File: src/rtl/spi_slave_axis_if_pkg.sv
// Shared types, constants and bit-order helpers for the SPI responder.
package spi_slave_axis_if_pkg;

   typedef logic [7:0] byte_t;

   typedef enum logic {
      ST_IDLE     = 1'b0,
      ST_SELECTED = 1'b1
   } state_t;

   // clk must run at least this many times faster than spi_clk
   localparam int unsigned SPI_SLAVE_MIN_OVERSAMPLE = 8;
   localparam int unsigned SPI_SLAVE_MIN_SYNC       = 2;

   // Bit that leaves the shifter first for the chosen bit order.
   function automatic logic first_bit(input byte_t b, input logic msb_first);
      return msb_first ? b[7] : b[0];
   endfunction

   // Advance a TX shifter by one bit position.
   function automatic byte_t shift_out(input byte_t b, input logic msb_first);
      return msb_first ? {b[6:0], 1'b0} : {1'b0, b[7:1]};
   endfunction

   // Append one received bit to an RX shifter.
   function automatic byte_t shift_in(input byte_t b, input logic bit_in, input logic msb_first);
      return msb_first ? {b[6:0], bit_in} : {bit_in, b[7:1]};
   endfunction

endpackage

File: src/rtl/spi_slave_axis_if_if.sv
// Byte-wide AXI-Stream channel used for both the TX (s_axis) and RX (m_axis) sides.
interface spi_slave_axis_if_if;
   import spi_slave_axis_if_pkg::*;

   byte_t tdata;
   logic  tvalid;
   logic  tready;

   modport master (output tdata, output tvalid, input tready);
   modport slave  (input tdata, input tvalid, output tready);

endinterface

File: src/rtl/spi_sync_edge.sv
// Multi-flop synchronizer for an asynchronous input with rise/fall strobes.
module spi_sync_edge
   import spi_slave_axis_if_pkg::*;
#(
   parameter int unsigned STAGES = 2
) (
   input  logic clk,
   input  logic resn,
   input  logic async_in,
   output logic sync,
   output logic rise,
   output logic fall
);

   localparam int unsigned N = (STAGES < SPI_SLAVE_MIN_SYNC) ? SPI_SLAVE_MIN_SYNC : STAGES;

   logic [N-1:0] chain;
   logic         prev;

   // Synchronizer chain plus one delay flop for edge detection
   always_ff @(posedge clk) begin
      if (!resn) begin
         chain <= '0;
         prev  <= 1'b0;
      end else begin
         chain <= {chain[N-2:0], async_in};
         prev  <= chain[N-1];
      end
   end

   assign sync = chain[N-1];
   assign rise = chain[N-1] & ~prev;
   assign fall = ~chain[N-1] & prev;

endmodule

File: src/rtl/spi_slave_axis_if.sv
// Oversampling SPI responder: MOSI bytes to an AXIS master, AXIS slave bytes onto MISO.
module spi_slave_axis_if
   import spi_slave_axis_if_pkg::*;
#(
   parameter bit          MSB_FIRST   = 1'b0,
   parameter byte_t       IDLE_BYTE   = 8'h00,
   parameter int unsigned SYNC_STAGES = 2
) (
   input  logic                       clk,
   input  logic                       resn,
   input  logic                       enable,
   spi_slave_axis_if_if.slave         s_axis,
   spi_slave_axis_if_if.master        m_axis,
   input  logic                       spi_csn,
   input  logic                       spi_clk,
   input  logic                       spi_mosi,
   output logic                       spi_miso,
   output logic                       spi_miso_oe,
   output logic                       rx_overrun,
   output logic                       tx_underrun,
   output logic                       busy
);

   logic   csn_sync, csn_rise, csn_fall_unused;
   logic   sclk_sync_unused, sclk_rise, sclk_fall;
   logic   mosi_sync, mosi_rise_unused, mosi_fall_unused;

   state_t state, next_state;
   logic   armed;
   logic   run;
   logic   [2:0] cnt;
   byte_t  tx_shift, rx_shift, rx_next, tx_byte;
   logic   hold_full;
   byte_t  hold_data;
   byte_t  rx_data;
   logic   rx_valid;
   logic   miso_q;
   logic   sel, leaving, active, rx_done, tx_load, s_ready;

   spi_sync_edge #(.STAGES(SYNC_STAGES)) u_sync_csn (
      .clk(clk), .resn(resn), .async_in(spi_csn),
      .sync(csn_sync), .rise(csn_rise), .fall(csn_fall_unused)
   );

   spi_sync_edge #(.STAGES(SYNC_STAGES)) u_sync_sclk (
      .clk(clk), .resn(resn), .async_in(spi_clk),
      .sync(sclk_sync_unused), .rise(sclk_rise), .fall(sclk_fall)
   );

   // Same depth as spi_clk so the MOSI bit is aligned with the falling strobe
   spi_sync_edge #(.STAGES(SYNC_STAGES)) u_sync_mosi (
      .clk(clk), .resn(resn), .async_in(spi_mosi),
      .sync(mosi_sync), .rise(mosi_rise_unused), .fall(mosi_fall_unused)
   );

   // FSM state register
   always_ff @(posedge clk) begin
      if (!resn) state <= ST_IDLE;
      else       state <= next_state;
   end

   // FSM next-state logic; selection needs csn to have been seen high since reset/abort
   always_comb begin
      next_state = state;
      unique case (state)
         ST_IDLE:     if (enable && !csn_sync && armed) next_state = ST_SELECTED;
         ST_SELECTED: if (!enable || csn_rise || csn_sync) next_state = ST_IDLE;
      endcase
   end

   // FSM outputs
   always_comb begin
      busy        = (state == ST_SELECTED);
      spi_miso_oe = (state == ST_SELECTED);
   end

   // Arm on csn high, disarm once a transaction has started
   always_ff @(posedge clk) begin
      if (!resn)                    armed <= 1'b0;
      else if (csn_sync)            armed <= 1'b1;
      else if (state == ST_SELECTED) armed <= 1'b0;
   end

   // Strobe qualification and shifter next values
   always_comb begin
      sel     = (state == ST_SELECTED);
      leaving = sel && (next_state == ST_IDLE);
      active  = sel && !leaving;
      rx_next = shift_in(rx_shift, mosi_sync, MSB_FIRST);
      // the completing falling strobe still counts when csn rises in the same clk
      rx_done = sel && sclk_fall && (cnt == 3'd7);
      tx_load = active && sclk_rise && (cnt == 3'd0);
      tx_byte = hold_full ? hold_data : IDLE_BYTE;
      s_ready = enable && !hold_full && run;
   end

   // TX holding register: filled by handshake, emptied by a shifter load
   always_ff @(posedge clk) begin
      if (!resn) begin
         hold_full <= 1'b0;
         hold_data <= '0;
         run       <= 1'b0;
      end else begin
         run <= 1'b1;
         if (s_axis.tvalid && s_ready) begin
            hold_full <= 1'b1;
            hold_data <= s_axis.tdata;
         end else if (tx_load && hold_full) begin
            hold_full <= 1'b0;
         end
      end
   end

   // RX output register with overrun detection
   always_ff @(posedge clk) begin
      if (!resn) begin
         rx_data    <= '0;
         rx_valid   <= 1'b0;
         rx_overrun <= 1'b0;
      end else begin
         rx_overrun <= 1'b0;
         if (rx_done) begin
            if (rx_valid && !m_axis.tready) begin
               rx_overrun <= 1'b1;
            end else begin
               rx_data  <= rx_next;
               rx_valid <= 1'b1;
            end
         end else if (rx_valid && m_axis.tready) begin
            rx_valid <= 1'b0;
         end
      end
   end

   // Bit counter and shifters; abort discards the partial byte
   always_ff @(posedge clk) begin
      if (!resn) begin
         cnt         <= '0;
         tx_shift    <= '0;
         rx_shift    <= '0;
         miso_q      <= 1'b0;
         tx_underrun <= 1'b0;
      end else begin
         tx_underrun <= 1'b0;
         if (!active) begin
            cnt    <= '0;
            miso_q <= 1'b0;
         end else begin
            if (sclk_fall) begin
               rx_shift <= rx_next;
               cnt      <= cnt + 3'd1;
            end
            if (sclk_rise) begin
               if (cnt == 3'd0) begin
                  miso_q      <= first_bit(tx_byte, MSB_FIRST);
                  tx_shift    <= shift_out(tx_byte, MSB_FIRST);
                  tx_underrun <= !hold_full;
               end else begin
                  miso_q   <= first_bit(tx_shift, MSB_FIRST);
                  tx_shift <= shift_out(tx_shift, MSB_FIRST);
               end
            end
         end
      end
   end

   assign spi_miso      = miso_q;
   assign s_axis.tready = s_ready;
   assign m_axis.tdata  = rx_data;
   assign m_axis.tvalid = rx_valid;

endmodule

File: src/flat_wrapper.sv
// flat-port wrapper written by rule: the top's interface ports become plain ports
module spi_slave_axis_if_flat import spi_slave_axis_if_pkg::*;
#(
   parameter bit          MSB_FIRST   = 1'b0,
   parameter byte_t       IDLE_BYTE   = 8'h00,
   parameter int unsigned SYNC_STAGES = 2
)
  (clk, resn, enable, spi_csn, spi_clk, spi_mosi, spi_miso, spi_miso_oe, rx_overrun, tx_underrun, busy, s_axis_tdata, s_axis_tvalid, s_axis_tready, m_axis_tdata, m_axis_tvalid, m_axis_tready);
  spi_slave_axis_if_if s_axis_i ();
  spi_slave_axis_if_if m_axis_i ();
  input  logic clk;
  input  logic resn;
  input  logic enable;
  input  logic spi_csn;
  input  logic spi_clk;
  input  logic spi_mosi;
  output logic spi_miso;
  output logic spi_miso_oe;
  output logic rx_overrun;
  output logic tx_underrun;
  output logic busy;
  input wire logic [$bits(s_axis_i.tdata)-1:0] s_axis_tdata;
  input wire logic [$bits(s_axis_i.tvalid)-1:0] s_axis_tvalid;
  output wire logic [$bits(s_axis_i.tready)-1:0] s_axis_tready;
  output wire logic [$bits(m_axis_i.tdata)-1:0] m_axis_tdata;
  output wire logic [$bits(m_axis_i.tvalid)-1:0] m_axis_tvalid;
  input wire logic [$bits(m_axis_i.tready)-1:0] m_axis_tready;
  assign s_axis_i.tdata = s_axis_tdata;
  assign s_axis_i.tvalid = s_axis_tvalid;
  assign s_axis_tready = s_axis_i.tready;
  assign m_axis_tdata = m_axis_i.tdata;
  assign m_axis_tvalid = m_axis_i.tvalid;
  assign m_axis_i.tready = m_axis_tready;
  spi_slave_axis_if #(.MSB_FIRST(MSB_FIRST), .IDLE_BYTE(IDLE_BYTE), .SYNC_STAGES(SYNC_STAGES)) u_core (.clk(clk), .resn(resn), .enable(enable), .s_axis(s_axis_i), .m_axis(m_axis_i), .spi_csn(spi_csn), .spi_clk(spi_clk), .spi_mosi(spi_mosi), .spi_miso(spi_miso), .spi_miso_oe(spi_miso_oe), .rx_overrun(rx_overrun), .tx_underrun(tx_underrun), .busy(busy));
endmodule
File: config.mk
export PLATFORM = sky130hd
export DESIGN_NAME = spi_slave_axis_if_flat
export DESIGN_NICKNAME = d
export VERILOG_FILES = /design/src/rtl/spi_slave_axis_if_pkg.sv /design/src/rtl/spi_slave_axis_if_if.sv /design/src/rtl/spi_sync_edge.sv /design/src/rtl/spi_slave_axis_if.sv /design/src/flat_wrapper.sv
export SDC_FILE = /design/constraint.sdc
export NUM_CORES = 1
export LEC_CHECK = 0
export ABC_AREA = 1
export CAP_MARGIN = 20
export CORE_MARGIN = 4
export CORE_UTILIZATION = 40
export CTS_CLUSTER_SIZE = 8
export DETAILED_ROUTE_END_ITERATION = 6
export PLACE_DENSITY_LB_ADDON = 0.3
export SYNTH_ARGS = -nofsm -noshare
export SYNTH_HDL_FRONTEND = slang
export SYNTH_SLANG_ARGS = --single-unit
File: constraint.sdc
create_clock -name clk -period 2.1 [get_ports clk]
set_input_delay 0.21 -clock clk [delete_from_list [all_inputs] [get_ports clk]]
set_output_delay 0.21 -clock clk [all_outputs]
set_load 0.03 [all_outputs]
==> results of run 1 <==
-- path summary, 6_finish.rpt --
kind / cells after the start / slack [ns] / end / start
setup / recovery: 4 / 0.22 / s_axis_tready / enable
hold / removal: 2 / 0.42 / u_core.u_sync_mosi.chain[1] / u_core.u_sync_mosi.chain[0]
setup reg to reg: 7 / 0.68 / u_core.m_axis.tdata[0] / u_core.cnt[1]
hold reg to reg: 2 / 0.42 / u_core.u_sync_mosi.chain[1] / u_core.u_sync_mosi.chain[0]
-- cell usage after synthesis, drive strengths merged --
cell type,count,area (um^2)
o2111a,1,11.3
a21oi,29,149
nor3,2,15.0
nand2,49,199
buf,5,30.0
nand3,19,100
nand3b,1,7.51
clkbuf,4,15.0
dfxtp,48,961
inv,23,86.3
ha,3,37.5
nor2,39,193
o21ai,14,70.1
-- where the power goes --
part           total (uW)  internal (uW)  switching [uW]
sequential            934            924            9.84
clock                 652            353             299
combinational        87.0           42.6            44.3
total                1670           1320             353
-- area by class of cell --
type | count | share of cell area
clock buffer | 6 | 0.0313
clock inverter | 2 | 0.0151
inverter | 23 | 0.0373
multi-input combinational | 157 | 0.337
sequential | 48 | 0.415
tap | 52 | 0.0281
timing repair buffer | 32 | 0.136
-- cell families (layout without fill, tap and decap cells) --
family | after synthesis | after routing | synth area share
buffers and inverters | 32 | 63 | 0.0701
adder cells (fa/ha/maj) | 3 | 3 | 0.0200
flip-flops | 48 | 48 | 0.513
AO/OA/AOI/OAI | 44 | 44 | 0.123
AND/OR/NAND/NOR | 110 | 110 | 0.274
-- worst register-to-register path, stage by stage, from the launching register on --
cell	delay, ns
dfxtp_1	0.37
ha_1	0.16
ha_1	0.16
nand2_2	0.09
nor2_8	0.20
nand2_2	0.14
nand2_1	0.10
a21oi_1	0.06
-- registers in the layout, indices dropped and copies added (netlist names) --
| register | cells |
|---|---|
| u_core.armed | 1 |
| u_core.busy | 1 |
| u_core.cnt | 3 |
| u_core.hold_data | 8 |
| u_core.hold_full | 1 |
| u_core.m_axis.tdata | 8 |
| u_core.m_axis.tvalid | 1 |
| u_core.run | 1 |
| u_core.rx_overrun | 1 |
| u_core.rx_shift | 7 |
| u_core.spi_miso | 1 |
| u_core.tx_shift | 7 |
| u_core.tx_underrun | 1 |
| u_core.u_sync_csn.chain | 2 |
| u_core.u_sync_mosi.chain | 2 |
| u_core.u_sync_sclk.chain | 2 |
| u_core.u_sync_sclk.prev | 1 |
-- routing by layer --
layer / track usage / up-vias / part of all wire / wire [um]
li1: - / 815 / - / -
met1: 0.151 / 698 / 0.44 / 1530
met2: 0.223 / 32 / 0.48 / 1670
met3: 0.0485 / 7 / 0.057 / 198
met4: 0.0489 / 0 / 0.015 / 53
met5: 0 / - / 0 / 0
-- stage by stage --
stage | cell area, um^2 | std cells | utilization | worst slack (ns) | total power, uW
2_1_floorplan | 1870 | 237 | - | 0.796 | 999
3_3_place_gp | 2210 | 312 | 0.497 | 0.201 | 1040
3_5_place_dp | 2210 | 312 | 0.497 | 0.216 | 1040
4_1_cts | 2320 | 320 | 0.521 | 0.203 | 1700
5_1_grt | 2320 | 320 | 0.521 | 0.162 | 1740
6_report | 2320 | 320 | 0.521 | 0.220 | 1670
==> impl_metrics.env, run 1 <==
export IMPL_status="finished clean"
export IMPL_dp_hpwl_um=2490
export IMPL_p_per_area_mw_per_mm2=722
export IMPL_fp_dieH_um=76.5
export IMPL_overflow=0
export IMPL_grt_pass1_vias=1416
export IMPL_wl_per_cell_um=10.8
export IMPL_grt_max_degree=24
export IMPL_drt_first_pass_iters=4
export IMPL_cap_violations=0
export IMPL_setup_violations=0
export IMPL_arrival_ns=1.67
export IMPL_drt_iter0_drc=111
export IMPL_tritoncts="done"
export IMPL_syn_area_mm2=0.00187
export IMPL_post_cts_buffers=0
export IMPL_clock_skew_final_ns=0.00786
export IMPL_post_route_period_util=0.895
export IMPL_holdWs_ns=0.419
export IMPL_fillers=460
export IMPL_syn_nets=256
export IMPL_clock_sinks=48
export IMPL_syn_avg_cell_area_um2=7.91
export IMPL_rows=24
export IMPL_cp_start_kind="input pin"
export IMPL_num_antenna_cells=0
export IMPL_hold_viol=0
export IMPL_hold_buffers=0
export IMPL_rsz0062_at_grt="no"
export IMPL_required_ns=1.89
export IMPL_fmax_mhz=532
export IMPL_ir_worst_vdd_v=0.000362
export IMPL_htree_num_levels=2
export IMPL_netlist_instances=237
export IMPL_crit_family="buffers and inverters"
export IMPL_hold_class="reg -> reg"
export IMPL_cp_max_fo=3
export IMPL_core_mm2=0.00444
export IMPL_cts_buffer_depth=2
export IMPL_portBuffers=30
export IMPL_drive_gt1_frac=0.0896
export IMPL_die_w_um=76.5
export IMPL_slew_headroom=0.526
export IMPL_tns_ns=0
export IMPL_clk_pin_slew_ns=0.08
export IMPL_path_class="in -> out"
export IMPL_multiInputGateArea_um2=782
export IMPL_crit_path_frequent_cell="clkdlybuf4s50_1"
export IMPL_worst_path_buf_inv=2
export IMPL_antenna_found_initial=0
export IMPL_route_detailed_drc=0
export IMPL_cp_slowest_cell="clkdlybuf4s50_1"
export IMPL_clock_latency_ns=0.30
export IMPL_ys_warn_count=0
export IMPL_final_common_cell="dfxtp_1"
export IMPL_max_slew_worst_pin_slew_ns=0.710
export IMPL_seq_area_um2=961
export IMPL_min_period_ns=1.88
export IMPL_dieArea_mm2=0.00584
export IMPL_area_growth_pct=23.6
export IMPL_io_pins=31
export IMPL_ant_nets=0
export IMPL_initial_core_util=0.422
export IMPL_end_kind="output port"
export IMPL_crit_chain="clkdlybuf4s50_1 > nand2_1 > nor2_4 > clkdlybuf4s50_1"
export IMPL_ys_types=22
export IMPL_numCtsBuffers=5
export IMPL_grt_pass1_wl_um=6250
export IMPL_ys_seq_elements=48
export IMPL_vias=1552
export IMPL_grt_use_total=0.132
export IMPL_ys_seq_area_frac=0.513
export IMPL_p_leak_uw=0.000984
export IMPL_slew_violations=0
export IMPL_viasPerCell=4.85
export IMPL_critical_path_max_stage_delay_ns=0.68
export IMPL_clockRootBuffer="clkbuf_8"
export IMPL_place_gp_congestion=0.742
export IMPL_cts_repair_resized=0
export IMPL_nets=286
export IMPL_final_cell_mix="dfxtp_1 (48), nand2_1 (45), nor2_1 (34)"
export IMPL_drt_total_wl_um=3460
(Power assumes the default switching activity.)
==> run 2, diff against run 1 <==
--- a/config.mk
+++ b/config.mk
@@ -6,7 +6,6 @@
 export NUM_CORES = 1
 export LEC_CHECK = 0
 export ABC_AREA = 1
-export CAP_MARGIN = 20
 export CORE_MARGIN = 4
 export CORE_UTILIZATION = 40
 export CTS_CLUSTER_SIZE = 8
==> results of run 2 <==
No change in the layout: final DEF, timing and power equal those of run 1.
==> RTL edit (flow settings as in run 1) <==
The package constant `SPI_SLAVE_MIN_SYNC` goes from 2 to 4.
--- a/src/rtl/spi_slave_axis_if_pkg.sv
+++ b/src/rtl/spi_slave_axis_if_pkg.sv
@@ -10,7 +10,7 @@
 
    // clk must run at least this many times faster than spi_clk
    localparam int unsigned SPI_SLAVE_MIN_OVERSAMPLE = 8;
-   localparam int unsigned SPI_SLAVE_MIN_SYNC       = 2;
+   localparam int unsigned SPI_SLAVE_MIN_SYNC       = 4;
 
    // Bit that leaves the shifter first for the chosen bit order.
    function automatic logic first_bit(input byte_t b, input logic msb_first);
Check against the original RTL: not equivalent (a bounded check fails within 10 cycles, from zero or initial values).
==> RTL edit against run 1 <==
Sequential cell count grew 6; highest routed layer unchanged; synthesized area grew 8.7%; non-clock buffer count grew 4; power grew 4.0%; critical endpoint unchanged; clock skew is essentially flat; wire length grew 6.6%; final area grew 8.6%; worst setup slack gained 0.037 ns; sequential share of layout area grew 1.5 points; cell count grew 12%; critical path depth is the same.
==> RTL edit: results (changes against run 1) <==
[status]
status = finished, final reports clean  ; unchanged

[synth]
syn_nets = 277  ; was 256
synth_area_per_cell_um2 = 7.90  ; was 7.91 um^2
synth_cell_types = 19  ; was 22

[worst_hold_path]
min_to = u_core.u_sync_csn.chain[3]  ; was u_core.u_sync_mosi.chain[1]

[power]
leakagePower_nw = 1.10  ; was 0.984 nW
peakVddDrop_v = 0.000464  ; was 0.000362 V

[cells_and_area]
multi_input_gates = 165  ; was 157
nets = 310  ; was 286
stdcell_area_um2 = 2520  ; was 2320 um^2
nNonClkBuffers = 36  ; was 32
multi_input_area_share = 0.317  ; was 0.337
inverters = 29  ; was 23

[setup_path]
reg2reg_slack_ns = 0.70  ; was 0.68 ns
r2r_end = u_core.m_axis.tdata[5]  ; was u_core.m_axis.tdata[0]
arrival_ns = 1.63  ; was 1.67 ns

[sta]
finClkSkew_ns = 0.00819  ; was 0.00786 ns
fin_hold_ws_ns = 0.419  ; about the same
fmax_ghz = 0.542  ; was 0.532 GHz

[die]
rows = 25  ; was 24

[placement]
dpl_cell_area_um2 = 2420  ; was 2210 um^2
place.gp.congestion = 0.784  ; was 0.742
dpl_worst_slack_ns = 0.251  ; was 0.216 ns

[routing]
drt_iter0_markers = 87  ; was 111
wl_per_cell_um = 10.3  ; was 10.8 um
vias_per_cell = 4.58  ; was 4.85

[grt]
grt_pass1_wl_um = 6650  ; was 6250 um
track_usage = 0.132  ; about the same

[cts]
clock_sinks = 54  ; was 48

RTL edit: cell count changes after synthesis:
cell	delta
dfxtp_1	+6
nand2_4	-1
nand2_1	+5
inv_2	+1
a21oi_2	-1
buf_2	+1
o21ai_0	+1
o2111a_1	-1
inv_1	+5
a21oi_1	+1
nand2_2	+1
nor2_1	+2
nand3_1	+1
RTL edit: routing by layer:
metal | vias to the layer above | share of wire | wire length [um] | track usage
li1 | 877 | - | - | -
met5 | - | 0 | 0 | 0
met3 | 5 | 0.041 | 150 | 0.0406
met2 | 23 | 0.44 | 1630 | 0.209
met1 | 740 | 0.50 | 1860 | 0.172
met4 | 0 | 0.012 | 46 | 0.0412
RTL edit: logic make-up after synthesis:
group                      after synthesis  synth area share
DFF                                     54             0.530
and+or+nand+nor                        118             0.265
adders and majority gates                3            0.0184
AOI/OAI and AO/OA                       44             0.108
buffers and inverters                   39            0.0780
RTL edit: power breakdown:
part           internal [mW]  switching [mW]
clock                  0.272           0.332
combinational         0.0455          0.0453
sequential              1.04         0.00703
